## src/rtl/sipo_register_param.sv

```systemverilog
// sipo_register_param: serial-in / parallel-out receiver with a one-deep
// output holding register, consumer handshake and sticky error flags.
//
// Build option: define SIPO_PARITY_EN to append one parity bit after every
// data word (sense selected by PARITY_ODD). Without it the parity flag is
// tied low and no parity state exists.
//
// state  | meaning
// -------+-----------------------------------------------------------
// IDLE   | waiting for read; counter and shift register are zero
// SHIFT  | consuming data bits, one per clock with shift_en=1
// PARITY | (SIPO_PARITY_EN only) waiting for the trailing parity bit
module sipo_register_param #(
    parameter int WIDTH      = 8,
    parameter bit MSB_FIRST  = 1'b0,
    parameter bit PARITY_ODD = 1'b0
) (
    input  logic             clk,
    input  logic             reset_n,
    input  logic             data_in,
    input  logic             shift_en,
    input  logic             read,
    input  logic             clear,
    input  logic             ack,
    output logic [WIDTH-1:0] out,
    output logic             out_valid,
    output logic             busy,
    output logic             overrun,
    output logic             parity_err
);

    localparam int CW = $clog2(WIDTH + 1);
    localparam logic [CW-1:0] LAST_BIT = CW'(WIDTH - 1);
`ifdef SIPO_PARITY_EN
    localparam logic [CW-1:0] ALL_DATA = CW'(WIDTH);
`endif

`ifdef SIPO_PARITY_EN
    typedef enum logic [1:0] {
        ST_IDLE   = 2'd0,
        ST_SHIFT  = 2'd1,
        ST_PARITY = 2'd2
    } state_t;
`else
    typedef enum logic [1:0] {
        ST_IDLE  = 2'd0,
        ST_SHIFT = 2'd1
    } state_t;
`endif

    state_t           state;
    logic [CW-1:0]    cnt;
    logic [WIDTH-1:0] sr;
    logic [WIDTH-1:0] sr_next;

    // Shift register contents after taking data_in in the selected bit order.
    // LSB-first shifts toward bit 0 so the first bit ends up in out[0].
    always_comb begin
        sr_next = sr;
        if (MSB_FIRST)
            sr_next = {sr[WIDTH-2:0], data_in};
        else
            sr_next = {data_in, sr[WIDTH-1:1]};
    end

    assign busy = (state != ST_IDLE);

    // Receive FSM, bit counter, output register and sticky flags.
    always_ff @(posedge clk or negedge reset_n) begin
        if (!reset_n) begin
            state     <= ST_IDLE;
            cnt       <= '0;
            sr        <= '0;
            out       <= '0;
            out_valid <= 1'b0;
            overrun   <= 1'b0;
`ifdef SIPO_PARITY_EN
            parity_err <= 1'b0;
`endif
        end else if (clear) begin
            // clear wins over everything; the delivered word stays visible
            state   <= ST_IDLE;
            cnt     <= '0;
            sr      <= '0;
            overrun <= 1'b0;
`ifdef SIPO_PARITY_EN
            parity_err <= 1'b0;
`endif
        end else begin
            // A completion later in this block overrides this release,
            // which is how ack-with-completion keeps out_valid high.
            if (ack && out_valid)
                out_valid <= 1'b0;

            case (state)
                ST_IDLE: begin
                    if (read) begin
                        state <= ST_SHIFT;
                        cnt   <= '0;
                        sr    <= '0;
                    end
                end

                ST_SHIFT: begin
                    if (!read) begin
                        state <= ST_IDLE;
                        cnt   <= '0;
                        sr    <= '0;
                    end else if (shift_en) begin
                        sr <= sr_next;
                        if (cnt == LAST_BIT) begin
`ifdef SIPO_PARITY_EN
                            state <= ST_PARITY;
                            cnt   <= ALL_DATA;
`else
                            state     <= ST_IDLE;
                            cnt       <= '0;
                            sr        <= '0;
                            out       <= sr_next;
                            out_valid <= 1'b1;
                            if (out_valid && !ack)
                                overrun <= 1'b1;
`endif
                        end else begin
                            cnt <= cnt + 1'b1;
                        end
                    end
                end

`ifdef SIPO_PARITY_EN
                ST_PARITY: begin
                    if (!read) begin
                        state <= ST_IDLE;
                        cnt   <= '0;
                        sr    <= '0;
                    end else if (shift_en) begin
                        // data_in is the parity bit; the word is delivered
                        // whether or not it checks out
                        state     <= ST_IDLE;
                        cnt       <= '0;
                        sr        <= '0;
                        out       <= sr;
                        out_valid <= 1'b1;
                        if (out_valid && !ack)
                            overrun <= 1'b1;
                        if ((^sr ^ data_in) != PARITY_ODD)
                            parity_err <= 1'b1;
                    end
                end
`endif

                default: begin
                    state <= ST_IDLE;
                    cnt   <= '0;
                    sr    <= '0;
                end
            endcase
        end
    end

`ifndef SIPO_PARITY_EN
    // No parity bit is received in this build, so the flag is constant low;
    // the parity sense is folded in only so the parameter stays referenced.
    assign parity_err = PARITY_ODD & 1'b0;
`endif

endmodule

```

## config.mk

```make
export PLATFORM = sky130hd
export DESIGN_NAME = sipo_register_param
export DESIGN_NICKNAME = d
export VERILOG_FILES = /design/src/rtl/sipo_register_param.sv
export SDC_FILE = /design/constraint.sdc
export NUM_CORES = 1
export LEC_CHECK = 0
export ABC_AREA = 1
export CAP_MARGIN = 0
export CELL_PAD_IN_SITES_DETAIL_PLACEMENT = 2
export CELL_PAD_IN_SITES_GLOBAL_PLACEMENT = 2
export CORE_MARGIN = 2
export CORE_UTILIZATION = 29
export CTS_CLUSTER_SIZE = 25
export DETAILED_ROUTE_END_ITERATION = 16
export GPL_TIMING_DRIVEN = 0
export PLACE_DENSITY = 0.77
export SLEW_MARGIN = 20
export SYNTH_ARGS = -nofsm -noshare
export SYNTH_HDL_FRONTEND = slang
export SYNTH_SLANG_ARGS = --single-unit
export TNS_END_PERCENT = 10
```

## constraint.sdc

```tcl
create_clock -name clk -period 1.8 [get_ports clk]
set_clock_uncertainty 0.1 [all_clocks]
set_input_delay 0.27 -clock clk [delete_from_list [all_inputs] [get_ports clk]]
set_output_delay 0.27 -clock clk [all_outputs]
set_load 0.01 [all_outputs]
```

[Word level (Yosys, flattened, before mapping)]
Cells that the tools add are included.
Storage, ports and cells
  bits in registers: 24
  bits of input ports: 7
  output and inout port bits: 12
  logic and storage cells: 56
Cells by class
  add/subtract/negate cells: 1
  equal/unequal tests: 5
  mux-type cells: 29
  bitwise gates (word level): 1
  reduce and logical (&&, ||, !) cells: 14
Operators by type and width (count)
  $mux 8: 5
  $mux 4: 5
  $pmux 8 s2: 1
  $reduce_bool 2->1: 6
  $mux 1: 11
  $mux 2: 5
  $reduce_and 5->1: 2
  $ne 4x4->1 const B: 2
  $pmux 4 s2: 1
  $add 4x1->4 const B: 1
  $eq 4x3->1 const B: 1
  $pmux 2 s2: 1
  $ne 3x3->1 const B: 1
  $reduce_and 3->1: 1
  $eq 2x1->1 const B: 1
  $logic_and 1x1->1: 2
  $logic_not 2->1: 1
  $reduce_and 2->1: 1
  $logic_not 1->1: 1
  $not 1->1: 1

[Longest topological paths before layout]
Gate-level depths: netlist (run 1).
  word-level depth: 8
  mapped depth: 7

[Least setup slack after synthesis (run 1)]
No wires, ideal clock.
  kind: reg-to-reg
  start: register cnt[0]
  end: register out[0]
  data arrival time: 1126 ps
  slack: 457 ps
  cell stages (with the launch flop): 7
  period minus slack after synthesis: 1343 ps
  cell sequence: dfrtp_1 > ha_1 > nand3_1 > nor2_4 > nand2_2 > nand2_1 > nand2_1
Between the ends
  longest elaborated chain between the ends: 2
Ends and longest elaborated chain
  from (decl): RTL line 52  | logic [CW-1:0] cnt;
  from (signal assigned): RTL line 125  | cnt <= cnt + 1'b1;
  $eq 4x3->1: RTL line 111  | if (cnt == LAST_BIT) begin
  $reduce_and 5->1 (no source line)
  to (signal assigned): RTL line 119  | out <= sr_next;
  to (decl): RTL line 25  | output logic [WIDTH-1:0] out,
Every way passes these cells.
A chain may end at the register's enable or synchronous reset.

[Worst setup path in the final report (run 1)]
  start: register state[0]
  end: output port busy
Between the ends
  longest elaborated chain between the ends: 1
Ends and longest elaborated chain
  from (decl): RTL line 51  | state_t state;
  from (signal assigned): RTL line 71  | state <= ST_IDLE;
  from (signal assigned): RTL line 82  | state <= ST_IDLE;
  from (signal assigned): RTL line 98  | state <= ST_SHIFT;
  $reduce_bool 2->1: RTL line 66  | assign busy = (state != ST_IDLE);
  to (decl): RTL line 27  | output logic busy,
Every way passes these cells.

==> results.toml, run 1 <==
[die]
core_area_sq_um = 3390
fp-row-count = 21
start_util_pct = 30.64
io_pins = 19
die_x_um = 63.84
die_y_um = 63.84
die-area_sq_um = 4076

[grt]
grt_start_max_net_pins = 23
antenna_found_initial = 0
overflow = 0
grt_pass1_vias = 933
grt_pass1_wl_um = 4209
track_usage_pct = 13.53

[sta]
fmaxAchievable_ghz = 0.5976
relSlewSlack_pct = 66.24
setup_viol = 0
tightest_slew_ns = 0.5065
post-route-min-period_ns = 1.673
final_max_slew_viol_count = 0
layout_setup_ws_ns = 0.1266
final.period_utilization_pct = 92.97
rsz0062_at_grt = "no"
hold_slack_ns = 0.3389
hold_viol = 0

[placed_design]
hpwl_um = 1882
gp_congestion = 0.7745
postPlaceCellArea_sq_um = 1266
dp_worst_setup_slack_ns = -0.002528
io_buffers = 17

[routing]
drt_first_pass_iters = 3
ant_nets = 0
avgViaCountPerCell = 4.409
avgRoutedWirePerCell_um = 12.75
vias = 851
wl_um = 2461
drtIter0Drc = 13
drc = 0

[synth]
yosys.area.top_type = "dfrtp_1"
synth-xor-area-share_pct = 0
synth_area_leaders = "dfrtp_1 (53%), nand2_1 (19%), nand3_1 (6.3%), nor2_4 (4.3%), inv_1 (4.0%)"
ys_warn_count = 0
syn-num-nets = 133
netlist_instances = 125
synth_edf_count = 0
synth_compound_area_share_pct = 2.289
synth_area_sq_um = 1038
muxShareOfSynthArea_pct = 0
synth.distinct_cells = 19
synth_top_family_by_area = "simple AND/OR/NAND/NOR gates"
synth_top_area_share_pct = 53.01
synth_seq_cells = 22
synthFlopType = "dfrtp_1"
ys_async_sr_fraction_pct = 100.0
seq_area_frac_synth_pct = 53.01
syn_area_per_cell_sq_um = 8.308
synth_simple_gate_area_share_pct = 37.71
synth_most_common_cell = "nand2_1"
synthAdderAreaFrac_pct = 1.205
ys_top_cells_by_count = "nand2_1 (52), dfrtp_1 (22), nand3_1 (13)"

[pwr]
finalPower_mw = 0.9042
leakage_nw = 0.6783
powerDensity_nw_per_um2 = 691.5
ir_drop_uv = 208.8

[min_path]
hold_path.class = "primary input to asynchronous set/reset pin"

[final_layout]
final_cell_area_sq_um = 1308
drive_gt1_share_pct = 12.93
syn2layout_area_growth_pct = 25.90
multiInputGateArea_sq_um = 431.7
final_nets = 156
n_antenna_cell = 0
fin_util_pct = 38.58
fill_cells = 384
final-seq-area_sq_um = 550.5

[setup_path]
path_delay_family = "buffers and inverters"
critPathCapture = "busy"
worstSetupPathType = "flop to primary output"
path_cells = "clkdlybuf4s50_1"
startpoint = "state[0]$_DFFE_PN0P_"
slowest_delay_ns = 0.56
rrSetupSlack_ns = 0.20
slowest_stage = "clkdlybuf4s50_1"
rr_endpoint = "out[3]$_DFFE_PN0P_"
r2r-start = "cnt[0]$_DFFE_PN0P_"
arrival_ns = 1.30
critPathMaxFanout = 4
critical_path.endpoint_type = "primary output"
required_ns = 1.43
reg2reg_depth = 6
path_buf_inv = 1
start_kind = "flop"
cp.depth = 1

[run_status]
run_status = "finished, final reports clean"

[run]
drv_cap = 0

[cts]
clkSlewWorstSetupHoldPaths_ns = 0.13
cts_sinks = 22
post_cts.repair.setup_buffers = 0
htree_levels = 1
cts_tree = "built"
post_cts_resized = 0
cts_buffer_depth = 2
numCtsBuffers = 3
clk_latency_ns = 0.32
cts-root-buf = "clkbuf_4"
[area by class of cell]
class,instances,area share [%]
multi-input combinational,89,33.01
timing repair buffer,18,13.40
buffer,1,0.5742
clock buffer,4,2.775
sequential,22,42.11
tap,46,4.402
inverter,13,3.732
[state kept, by name, summed over array words and instances, names as in the netlist]
name	flops
sr	7
state	1
out_valid	1
cnt	4
out	8
overrun	1
[worst min path at each step]
stage / start / endpoint / slack [ns] / cells past startpoint
after floorplan: reset_n / cnt[0]$_DFFE_PN0P_ / -0.13 / 0
after global placement: out[2]$_DFFE_PN0P_ / out[2]$_DFFE_PN0P_ / 0.35 / 2
after detailed placement: out[1]$_DFFE_PN0P_ / out[1]$_DFFE_PN0P_ / 0.36 / 2
after CTS: out[1]$_DFFE_PN0P_ / out[1]$_DFFE_PN0P_ / 0.39 / 2
after global routing: reset_n / overrun$_DFFE_PN0P_ / 0.38 / 2
final: reset_n / out[0]$_DFFE_PN0P_ / 0.34 / 2
[routing by layer]
layer  up-vias  global-route usage (%)  wire length (um)
met5         -                       0                 0
met4         0                   7.337                62
met3         5                   2.113                63
met2        10                   23.18              1216
met1       410                   16.11              1119
li1        426                       -                 -
[power breakdown]
group	total [mW]	internal (mW)	leakage (nW)	switching, mW
clock	0.285	0.124	0.0210	0.161
combinational	0.110	0.0394	0.352	0.0704
sequential	0.509	0.501	0.305	0.00810
[what timing repair did]
item                       4_1_cts  5_1_grt
setup endpoints to repair        0        0
hold buffers                     0        1
hold endpoints to repair         0       22
[logic make-up (layout without fill, tap and decap cells)]
group	after synthesis	after routing
AOI/OAI and AO/OA	4	4
adders and majority gates	1	1
buffers and inverters	14	36
other	1	1
and+or+nand+nor	83	83
DFF	22	22
[per-stage QoR]
stage | setup TNS (ns) | cells
finish | 0 | 193
global route | 0 | 193
CTS | 0 | 192
detailed placement | -0.002528 | 188
global placement | 0 | 188
floorplan | 0 | 125
[layout by cell type (no fill, tap or decap), types with 2 or more instances in the layout]
| cell type | n |
|---|---|
| nor2_4 | 4 |
| clkbuf_4 | 3 |
| nand2_2 | 4 |
| nand2_4 | 2 |
| dfrtp_1 | 22 |
| nand2_1 | 52 |
| clkdlybuf4s50_1 | 16 |
| nand3_1 | 13 |
| nor2_1 | 5 |
| inv_1 | 11 |
| inv_2 | 2 |
Note: power is estimated with default switching activity, not from simulation.
==> run 2: changes to the inputs <==
Settings changed: CORE_UTILIZATION 29 to 32, PLACE_DENSITY 0.77 to 0.83, REMOVE_ABC_BUFFERS set to 1.
Clock period 1.8 ns to 2.05 ns, I/O delays scaled along.
==> results.toml, run 2 (same netlist as run 1, synthesis figures left out) <==
[cts]
ctsHoldBuffers = 0
htree_levels = 1
cts_tree = "built"
post_cts.repair.setup_buffers = 0
numCtsBuffers = 3
clkSlewWorstSetupHoldPaths_ns = 0.13
cts-root-buf = "clkbuf_4"
cts_buffer_depth = 2
post_cts_resized = 0
cts_sinks = 22
clk_latency_ns = 0.32

[sta]
tightest_slew_ns = 0.5160
relSlewSlack_pct = 65.60
setup_viol = 0
post-route-min-period_ns = 1.718
final_max_slew_viol_count = 0
rsz0062_at_grt = "no"
hold_viol = 0
setup_tns_ns = 0
final.period_utilization_pct = 83.80
fmaxAchievable_ghz = 0.5821

[final_layout]
largest_register_ffs = 8
layout.cells.non_filler = 190
reg_top3 = "out (8), sr (7), cnt (4)"
fin_util_pct = 42.68
final_nets = 155
syn2layout_area_growth_pct = 26.51
multiInputGateArea_sq_um = 431.7
drive_gt1_share_pct = 12.33
fill_cells = 370
largest_register = "out"
layout_commonest_cell = "nand2_1"
n_antenna_cell = 0
layout_common_cells = "nand2_1 (52), dfrtp_1 (22), clkdlybuf4s50_1 (16)"
final-seq-area_sq_um = 550.5

[setup_path]
critical_path.endpoint_type = "primary output"
path_buf_inv = 1
arrival_ns = 1.31
slowest_stage = "clkdlybuf4s50_1"
start_kind = "flop"
path_delay_family = "buffers and inverters"
required_ns = 1.64
path_cells = "clkdlybuf4s50_1"
critPathMaxFanout = 4
worstSetupPathType = "flop to primary output"
slowest_delay_ns = 0.56

[grt]
grt_start_max_net_pins = 23
grt_pass1_vias = 987
antenna_found_initial = 0
overflow = 0
track_usage_pct = 17.37
grt_pass1_wl_um = 4629

[die]
start_util_pct = 33.74
core_area_sq_um = 3078
die_x_um = 60.97
io_pins = 19
die_y_um = 60.97
die-area_sq_um = 3717
fp-row-count = 20

[routing]
wl_met2_um = 1499
wl_met1_um = 1115
vias = 896
avgRoutedWirePerCell_um = 14.19
routed.top_layer = "met4"
avgViaCountPerCell = 4.716
wl_um = 2697
drtIter0Drc = 20
drc = 0
drt_first_pass_iters = 4
wl_met3_um = 41
ant_nets = 0

[pwr]
leakage_nw = 0.6798
powerDensity_nw_per_um2 = 675.0
ir_drop_uv = 325.9
finalPower_mw = 0.8867

[placed_design]
hpwl_um = 1978
gp_congestion = 0.7124
io_buffers = 17
placedCellCount = 185

[min_path]
hold_path.class = "primary input to asynchronous set/reset pin"

[run_status]
run_status = "finished, final reports clean"

[run]
drv_cap = 0
[run 2: cell count changes in the layout (fill, tap and decap cells not counted)]
| cell | delta |
|---|---|
| clkbuf_8 | -1 |
| bufinv_16 | +1 |
| buf_4 | -1 |
[run 2: layer usage]
| metal | vias up | global-route usage, % |
|---|---|---|
| met3 | 5 | 2.559 |
| li1 | 429 | - |
| met4 | 0 | 6.522 |
| met5 | - | 0 |
| met1 | 454 | 20.90 |
| met2 | 8 | 31.18 |
[run 2: final cells by class]
type                       instances  area share (%)
sequential                        22           41.90
inverter                          13           3.714
clock inverter                     1           2.286
multi-input combinational         89           32.86
clock buffer                       3           1.714
timing repair buffer              18           13.33
tap                               44           4.190
[run 2: path summary, 6_finish.rpt]
kind	startpoint	cells after the start	endpoint	slack, ns
max in group asynchronous	reset_n	2	cnt[3]$_DFFE_PN0P_	1.12
worst max-delay path	state[0]$_DFFE_PN0P_	1	busy	0.33
worst max register to register	cnt[0]$_DFFE_PN0P_	6	out[5]$_DFFE_PN0P_	0.42
worst min register to register	out[0]$_DFFE_PN0P_	2	out[0]$_DFFE_PN0P_	0.39
worst min-delay path	reset_n	2	out[3]$_DFFE_PN0P_	0.39
min in group clk	out[0]$_DFFE_PN0P_	2	out[0]$_DFFE_PN0P_	0.39
[run 2: power by group]
group | switching (mW) | internal [mW]
Clock | 0.144 | 0.198
Combinational | 0.0640 | 0.0334
Sequential | 0.00737 | 0.440
Total | 0.215 | 0.671
[run 2: metrics by stage]
| step | instance area, sq um | hold WS [ns] | setup WS [ns] |
|---|---|---|---|
| finish | 1314 | 0.3874 | 0.3322 |
| global placement | 1256 | 0.3523 | 0.2636 |
| floorplan | 1031 | -0.08809 | 0.7071 |
| CTS | 1309 | 0.3988 | 0.3154 |
| detailed placement | 1256 | 0.3674 | 0.1630 |
| global route | 1314 | 0.4152 | 0.2531 |
==> run 3: changes to the inputs <==
Settings changed: CORE_UTILIZATION 32 to 29, PLACE_DENSITY 0.83 to 0.77.
Clock period 2.05 ns to 1.61 ns, I/O delays scaled along.
==> results.toml, run 3 (same netlist as run 1, synthesis figures left out) <==
[routing]
drc = 0
avgViaCountPerCell = 4.600
vias = 897
avgRoutedWirePerCell_um = 14.40
ant_nets = 0
drt_first_pass_iters = 4
wl_um = 2808
drtIter0Drc = 14

[final_layout]
final_cell_area_sq_um = 1363
fin_util_pct = 40.20
reg_top3 = "out (8), sr (7), cnt (4)"
largest_register = "out"
n_antenna_cell = 0
largest_register_ffs = 8
layout_common_cells = "nand2_1 (52), dfrtp_1 (22), nand3_1 (13)"
syn2layout_area_growth_pct = 31.21
layout_commonest_cell = "nand2_1"
drive_gt1_share_pct = 14.09
final_nets = 158

[pwr]
powerDensity_nw_per_um2 = 826.3
ir_drop_uv = 336.8
leakage_nw = 0.8603

[cts]
cts_sinks = 22
cts_buffer_depth = 2
cts-root-buf = "clkbuf_4"
htree_levels = 1
clkSlewWorstSetupHoldPaths_ns = 0.13
clk_latency_ns = 0.32
numCtsBuffers = 3
cts_tree = "built"

[setup_path]
start_kind = "flop"
worstSetupPathType = "flop to primary output"
required_ns = 1.27
slowest_delay_ns = 0.54
path_cells = "clkdlybuf4s50_1"
path_buf_inv = 1
critPathMaxFanout = 2
critical_path.endpoint_type = "primary output"
arrival_ns = 1.22
path_delay_family = "buffers and inverters"
slowest_stage = "clkdlybuf4s50_1"

[sta]
hold_viol = 0
setup_viol = 0
setup_tns_ns = 0
fmaxAchievable_ghz = 0.6392
tightest_slew_ns = 0.5173
post-route-min-period_ns = 1.565
final_max_slew_viol_count = 0
hold_slack_ns = 0.3092
final.period_utilization_pct = 97.18
relSlewSlack_pct = 65.52

[run]
drv_cap = 0

[placed_design]
gp_congestion = 0.7105
hpwl_um = 2072
io_buffers = 17
postPlaceCellArea_sq_um = 1259

[grt]
grt_start_max_net_pins = 23
grt_pass1_vias = 975
grt_pass1_wl_um = 4650
overflow = 0
track_usage_pct = 15.31
antenna_found_initial = 0

[die]
die-area_sq_um = 4076
start_util_pct = 30.64
io_pins = 19
die_y_um = 63.84
fp-row-count = 21
core_area_sq_um = 3390
die_x_um = 63.84

[run_status]
run_status = "finished, final reports clean"

[min_path]
hold_path.class = "primary input to asynchronous set/reset pin"
[run 3: final cells by class]
cell class | instances | area, sq um
inverter | 13 | 48.80
timing repair buffer | 21 | 216.5
clock inverter | 1 | 30.03
fill | 395 | 2027
clock buffer | 3 | 22.52
tap | 46 | 57.56
sequential | 22 | 550.5
multi-input combinational | 89 | 436.7
[run 3: timing repair]
item,4_1_cts,5_1_grt
resized for setup,1,9
endpoints found under the hold margin,0,22
hold buffers,0,1
pin swaps,1,0
endpoints found under the setup margin,9,18
buffers inserted,2,1
[run 3: where the power goes]
part	internal [mW]	total, mW	switching (mW)
logic	0.0417	0.125	0.0831
clock network	0.252	0.432	0.180
registers	0.561	0.569	0.00837
[run 3: layer usage]
layer | vias up | routed length [um] | global-route usage, %
met5 | - | 0 | 0
met4 | 0 | 97 | 10.60
met3 | 7 | 58 | 2.289
met2 | 13 | 1517 | 26.95
met1 | 445 | 1135 | 16.74
li1 | 432 | - | -
[run 3: final timing paths]
path                                       to           startpoint  slack [ns]  depth (start not counted)
setup / recovery                      overrun  overrun$_DFFE_PN0P_        0.05                          1
hold / removal             cnt[1]$_DFFE_PN0P_              reset_n        0.31                          2
min in group clk           out[6]$_DFFE_PN0P_   out[6]$_DFFE_PN0P_        0.38                          2
hold reg to reg            out[6]$_DFFE_PN0P_   out[6]$_DFFE_PN0P_        0.38                          2
setup reg to reg            sr[1]$_DFFE_PN0P_   cnt[0]$_DFFE_PN0P_        0.12                          6
max in group asynchronous   sr[7]$_DFFE_PN0P_              reset_n        0.75                          2
[run 3: stage by stage]
step | setup slack (ns) | instances | power [mW]
4_1_cts | 0.001218 | 193 | 1.134
3_5_place_dp | -0.1834 | 187 | 0.7067
5_1_grt | -0.007010 | 195 | 1.176
6_report | 0.04547 | 195 | 1.126
3_3_place_gp | -0.1363 | 187 | 0.6991
2_1_floorplan | 0.2671 | 124 | 0.6456
